File: config.mk
export PLATFORM = sky130hd
export DESIGN_NAME = nvdla_rws_fifo_ctl
export DESIGN_NICKNAME = d
export VERILOG_FILES = /design/src/rtl/nvdla_rws_fifo_ctl.sv
export SDC_FILE = /design/constraint.sdc
export NUM_CORES = 1
export LEC_CHECK = 0
export BUFFER_PORTS_ARGS = -buffer_cell sky130_fd_sc_hd__buf_4
export CORE_AREA = 2 2 236 238
export CTS_BUF_LIST = sky130_fd_sc_hd__clkbuf_8
export DETAILED_ROUTE_END_ITERATION = 6
export DIE_AREA = 0 0 238 240
export MAX_ROUTING_LAYER = met4
export PLACE_DENSITY = 0.3
export SYNTH_ARGS = -nofsm -noshare
export SYNTH_HDL_FRONTEND = slang
export SYNTH_SLANG_ARGS = --single-unit
File: constraint.sdc
create_clock -name nvdla_core_clk -period 7.1 [get_ports nvdla_core_clk]
set_input_delay 0.71 -clock nvdla_core_clk [delete_from_list [all_inputs] [get_ports nvdla_core_clk]]
set_output_delay 0.71 -clock nvdla_core_clk [all_outputs]
set_load 0.005 [all_outputs]
File: src/rtl/nvdla_rws_fifo_ctl.sv
`timescale 1ns/1ps
// Valid/ready FIFO controller for an external 64x128 two-port RAM with a registered read address.
// Prefetches through the read port so that downstream sees one word per cycle.
module nvdla_rws_fifo_ctl (
    input  logic         nvdla_core_clk,
    input  logic         nvdla_core_rstn,
    input  logic         in_pvld,
    output logic         in_prdy,
    input  logic [127:0] in_pd,
    output logic         out_pvld,
    input  logic         out_prdy,
    output logic [127:0] out_pd,
    output logic [5:0]   ram_wa,
    output logic         ram_we,
    output logic [127:0] ram_di,
    output logic [5:0]   ram_ra,
    output logic         ram_re,
    input  logic [127:0] ram_dout,
    input  logic [31:0]  pwrbus_ram_pd,
    output logic [31:0]  ram_pwrbus_ram_pd,
    output logic [6:0]   fifo_count
);

    localparam int unsigned AW    = 6;
    localparam int unsigned CW    = 7;
    localparam int unsigned DEPTH = 64;

    logic [AW-1:0] r_wr_ptr;
    logic [AW-1:0] r_rd_ptr;
    logic [CW-1:0] r_count;
    logic [CW-1:0] r_pend;
    logic          r_out_pvld;
    logic          r_in_prdy;

    logic          w_push;
    logic          w_pop;
    logic          w_fetch;
    logic [CW-1:0] w_count_nxt;
    logic [CW-1:0] w_pend_nxt;
    logic          w_out_pvld_nxt;
    logic          w_in_prdy_nxt;

    // Handshakes, prefetch decision and next-state values.
    always_comb begin
        w_push         = 1'b0;
        w_pop          = 1'b0;
        w_fetch        = 1'b0;
        w_count_nxt    = r_count;
        w_pend_nxt     = r_pend;
        w_out_pvld_nxt = r_out_pvld;
        w_in_prdy_nxt  = r_in_prdy;

        w_push  = in_pvld & r_in_prdy;
        w_pop   = r_out_pvld & out_prdy;
        // Load the output slot only when it is empty or being drained this cycle.
        w_fetch = (r_pend != '0) & (~r_out_pvld | out_prdy);

        w_count_nxt = r_count + CW'(w_push) - CW'(w_pop);
        w_pend_nxt  = r_pend + CW'(w_push) - CW'(w_fetch);

        if (w_fetch) begin
            w_out_pvld_nxt = 1'b1;
        end else if (w_pop) begin
            w_out_pvld_nxt = 1'b0;
        end

        // Ready is based on next occupancy, so a pop at full frees the slot one cycle later.
        w_in_prdy_nxt = (w_count_nxt != CW'(DEPTH));
    end

    // Pointer, occupancy and handshake registers.
    always_ff @(posedge nvdla_core_clk or negedge nvdla_core_rstn) begin
        if (!nvdla_core_rstn) begin
            r_wr_ptr   <= '0;
            r_rd_ptr   <= '0;
            r_count    <= '0;
            r_pend     <= '0;
            r_out_pvld <= 1'b0;
            r_in_prdy  <= 1'b0;
        end else begin
            if (w_push) begin
                r_wr_ptr <= r_wr_ptr + AW'(1);
            end
            if (w_fetch) begin
                r_rd_ptr <= r_rd_ptr + AW'(1);
            end
            r_count    <= w_count_nxt;
            r_pend     <= w_pend_nxt;
            r_out_pvld <= w_out_pvld_nxt;
            r_in_prdy  <= w_in_prdy_nxt;
        end
    end

    // RAM port drive; read data flows straight out since the RAM holds its address on re=0.
    assign in_prdy           = r_in_prdy;
    assign out_pvld          = r_out_pvld;
    assign out_pd            = ram_dout;
    assign ram_wa            = r_wr_ptr;
    assign ram_we            = w_push;
    assign ram_di            = in_pd;
    assign ram_ra            = r_rd_ptr;
    assign ram_re            = w_fetch;
    assign ram_pwrbus_ram_pd = pwrbus_ram_pd;
    assign fifo_count        = r_count;

endmodule

==> metrics, run 1 <==
outcome aborted with a tool error; Exit stage detailed routing (5_2_route); Log Error [ERROR DRT-0255] Maze Route cannot find path of net ram_dout[127] in worker of routeBox ( 193200 0 ) ( 238000 48300 ).; Core Rows 86; Setup Fix Bufs, Post-CTS 0; Die W 238 microns; ranking of synthesized cells by area buf_4 (58%), dfrtp_1 (19%), ha_1 (6.1%); GRT Overall Usage 0.0425; Yosys warning count 0; CTS root buf clkbuf_8; ys flop type dfrtp_1; pre-CTS setup slack 3.44 ns; Post-Syn Area roughly 3700 sq um; number of global-route vias before repair 1717; clock sink total 28; sequential share of the synthesized area 0.188; # IOs 603; CTS H-tree lvls 1; count leader, synth buf_4; Post-synth EDFFs 0; Avg Inst Size Synth 8.49 sq um; Synth top cells by count buf_4 (288), dfrtp_1 (28), inv_1 (26); post-CTS sizing 0; first-pass GRT wire length 15600 microns; initial antenna violation count 0; pin count of the biggest net entering global routing 29; Synth top area share 0.581; Post-DP HPWL 10800 microns; asr flop ratio synth 1.00; Die H 240 microns; I/O Buffers 26; synth unique cells 31; GRT overflow 0; Hold-fix buffers, CTS 0; Synth Instances 438; Synth Net Count 750; TritonCTS Buffers 3; post-synth top area cell buf_4; GPL Wtd Cong around 0.66; Max clock buf depth 2; flops & latches, synth 28; Initial Util 0.0680
[logic make-up after synthesis]
logic type,synth area share
buf+inv,0.609
compound gates,0.0337
xor+xnor,0.0471
simple gates,0.0448
fa+ha+maj,0.0713
mux,0.00606
flops,0.188
[per-layer routing]
metal	global-route usage
met3	0.0408
met4	0.0472
met1	0.0259
met2	0.0628
met5	-
[through the flow]
stage               hold WS [ns]  instances  area (sq um)
CTS                        0.351        883          2700
global placement           0.475        879          2630
global route               0.344        883          2700
detailed placement         0.478        879          2630
floorplan                  0.414        438          3720
==> inputs of run 2 (changes only) <==
==> config.mk (replaced) <==
export PLATFORM = sky130hd
export DESIGN_NAME = nvdla_rws_fifo_ctl
export DESIGN_NICKNAME = d
export VERILOG_FILES = /design/src/rtl/nvdla_rws_fifo_ctl.sv
export SDC_FILE = /design/constraint.sdc
export NUM_CORES = 1
export LEC_CHECK = 0
export BUFFER_PORTS_ARGS = -buffer_cell sky130_fd_sc_hd__buf_4
export CORE_AREA = 2 2 237 239
export DETAILED_ROUTE_END_ITERATION = 6
export DIE_AREA = 0 0 239 241
export PLACE_DENSITY_LB_ADDON = 0.15
export SYNTH_ARGS = -nofsm -noshare
export SYNTH_HDL_FRONTEND = slang
export SYNTH_SLANG_ARGS = --single-unit
==> run 2 against run 1 <==
Compared with the run above:
- the run now ends clean
- global-route usage is essentially flat
- synthesized cell count did not move
- area after synthesis unchanged
==> metrics, run 2 <==
Routed WL about 13000 microns; peak supply drop around 110 uV; clock-pin slew on the worst setup and hold paths 0.08 ns; Hold Vio Cnt, Final 0; outcome completed (was aborted with a tool error); crit-path cells buf_4, and2_1, ha_1, inv_1, fa_1, nand2b_1, a21oi_1, xor2_1, or4_1, or4b_1; crit share post-route 0.459; I/O Buffers 26 (unchanged); Post-DP HPWL 11000 microns (was 10800 microns); CTS H-tree lvls 1 (unchanged); Area Overhead vs Synth -26.5%; post-synth top area cell buf_4 (unchanged); Die W 239 microns (was 238 microns); max-slew violation count 0; pin count of the biggest net entering global routing 29 (unchanged); CTS root buf clkbuf_16 (was clkbuf_8); sequential share of the synthesized area 0.188 (unchanged); Synth Net Count 750 (unchanged); Post-synth EDFFs 0 (unchanged); nets 492; DRC 0; first-pass GRT wire length 16000 microns (was 15600 microns); Routed Antenna Nets 0; synth unique cells 31 (unchanged); fin crit period 3.26 ns; worst hold path class in -> async; GPL Wtd Cong 0.589 (was 0.663); Yosys warning count 0 (unchanged); Synth top cells by count buf_4 (288), dfrtp_1 (28), inv_1 (26) (unchanged); P_leak 0.949 nW; initial DRC count 42; R2R Setup Slk 3.87 ns; ys flop type dfrtp_1 (unchanged); Final Setup Violations 0; Achievable Freq 307 MHz; flops & latches, synth 28 (unchanged); Initial DRT Pass Iterations 4; Die H 241 microns (was 240 microns); WP buf/inv 2; Avg Inst Size Synth 8.49 sq um (unchanged); Synth Instances 438 (unchanged); Core Rows 86 (unchanged); Hold-fix buffers, CTS 0 (unchanged); Slew headroom 0.474; Synth top area share 0.581 (unchanged); CTS tree yes; via count roughly 1500; asr flop ratio synth 1.00 (unchanged); Initial Util 0.0678 (was 0.0680); Fin Setup TNS 0 ns; clock sink total 28 (unchanged); Post-DP Area 2630 sq um (unchanged); skew final 0.00219 ns; most frequent cells in the layout dfrtp_1 (28), inv_1 (26), buf_4 (26); diode count 0; number of max-cap violations 0; CP Max Fanout 8; TritonCTS Buffers 3 (unchanged); Slew @ Worst Pin 0.788 ns; Worst EP required between 7 and 8 ns; Worst Setup Path Type in -> reg; post-CTS sizing 0 (unchanged); Setup Fix Bufs, Post-CTS 0 (unchanged); power per cell area about 420 nW/um^2; number of global-route vias before repair 1807 (was 1717); Placeable Area 54900 sq um; drt wl/cell 14.9 microns; # IOs 603 (unchanged); share of layout cells above drive strength 1 0.190; average vias per placed instance 1.75; crit path capture type register; most common cell after layout, fill and taps aside dfrtp_1; Post-Syn Area 3720 sq um (unchanged); Critical Path Max Stage Delay 0.51 ns; ranking of synthesized cells by area buf_4 (58%), dfrtp_1 (19%), ha_1 (6.1%) (unchanged); GRT Overall Usage 0.0423 (was 0.0425); worst skew pair latency about 0.27 ns; Startpoint Class input pin; initial antenna violation count 0 (unchanged); GRT overflow 0 (unchanged); Slowest-stage cell, CP or4b_1; Max clock buf depth 2 (unchanged); die area 57600 sq um; post-layout util 0.0498; CP arrival 3.41 ns; Largest delay share family, worst path simple AND/OR/NAND/NOR gates; Final Instance Area 2730 sq um; count leader, synth buf_4 (unchanged); unrepaired setup endpoints after global routing false
[run 2: cell counts after synthesis]
No cell type changed its count.
[run 2: layout make-up]
class / instances / area [sq um]
Fill cell: 6501 / 52100
Tap cell: 704 / 881
Multi-Input combinational cell: 95 / 754
Sequential cell: 28 / 701
Timing Repair Buffer: 26 / 195
Inverter: 26 / 97.6
Clock buffer: 3 / 75.1
Clock inverter: 1 / 30.0
[run 2: where the power goes]
| part | internal (mW) | switching, mW | leakage, nW |
|---|---|---|---|
| registers | 0.248 | 0.0879 | 0.325 |
| clock network | 0.113 | 0.0641 | 0.0511 |
| logic | 0.304 | 0.332 | 0.573 |
| total | 0.665 | 0.484 | 0.949 |
[run 2: path summary, 6_finish.rpt]
kind,cells after the start,start,end
max,10,in_pvld,in_prdy
min,1,nvdla_core_rstn,ram_ra[1]
min in group nvdla_core_clk,1,ram_wa[5],ram_wa[5]
max reg2reg,14,r_pend[2],r_pend[6]
min reg2reg,1,ram_wa[5],ram_wa[5]
max in group asynchronous,1,nvdla_core_rstn,r_pend[2]
[run 2: cells by family after synthesis]
logic type      after synthesis  share of synthesized area
mux                           2                    0.00606
compound gates               21                     0.0337
fa+ha+maj                    20                     0.0713
flops                        28                      0.188
xor+xnor                     20                     0.0471
buf+inv                     315                      0.609
simple gates                 32                     0.0448
[run 2: routing by layer]
layer,GRT usage,vias to the layer above,part of all wire
met2,0.0622,271,0.43
li1,-,547,-
met4,0.0432,0,0.10
met1,0.0266,613,0.22
met5,0,-,0
met3,0.0475,118,0.25
[run 2: metrics by stage]
stage / worst slack, ns / hold slack (ns) / instances / power [mW]
6_report: 3.84 / 0.373 / 883 / 1.15
2_1_floorplan: 3.91 / 0.414 / 438 / 0.861
3_3_place_gp: 3.54 / 0.484 / 879 / 1.04
3_5_place_dp: 3.51 / 0.466 / 879 / 1.01
5_1_grt: 3.56 / 0.404 / 883 / 1.30
4_1_cts: 3.78 / 0.391 / 883 / 1.20
[run 2: worst register-to-register path, stage by stage, from the launching register on]
cell,delay (ns)
dfrtp_1,0.36
inv_1,0.06
ha_1,0.19
and4b_1,0.23
a21oi_1,0.62
ha_1,0.35
inv_1,0.06
ha_1,0.16
inv_1,0.06
fa_1,0.39
nand2b_1,0.16
a21oi_1,0.18
o21ai_0,0.13
nand2_1,0.08
o211ai_1,0.08
(Power assumes the default switching activity.)
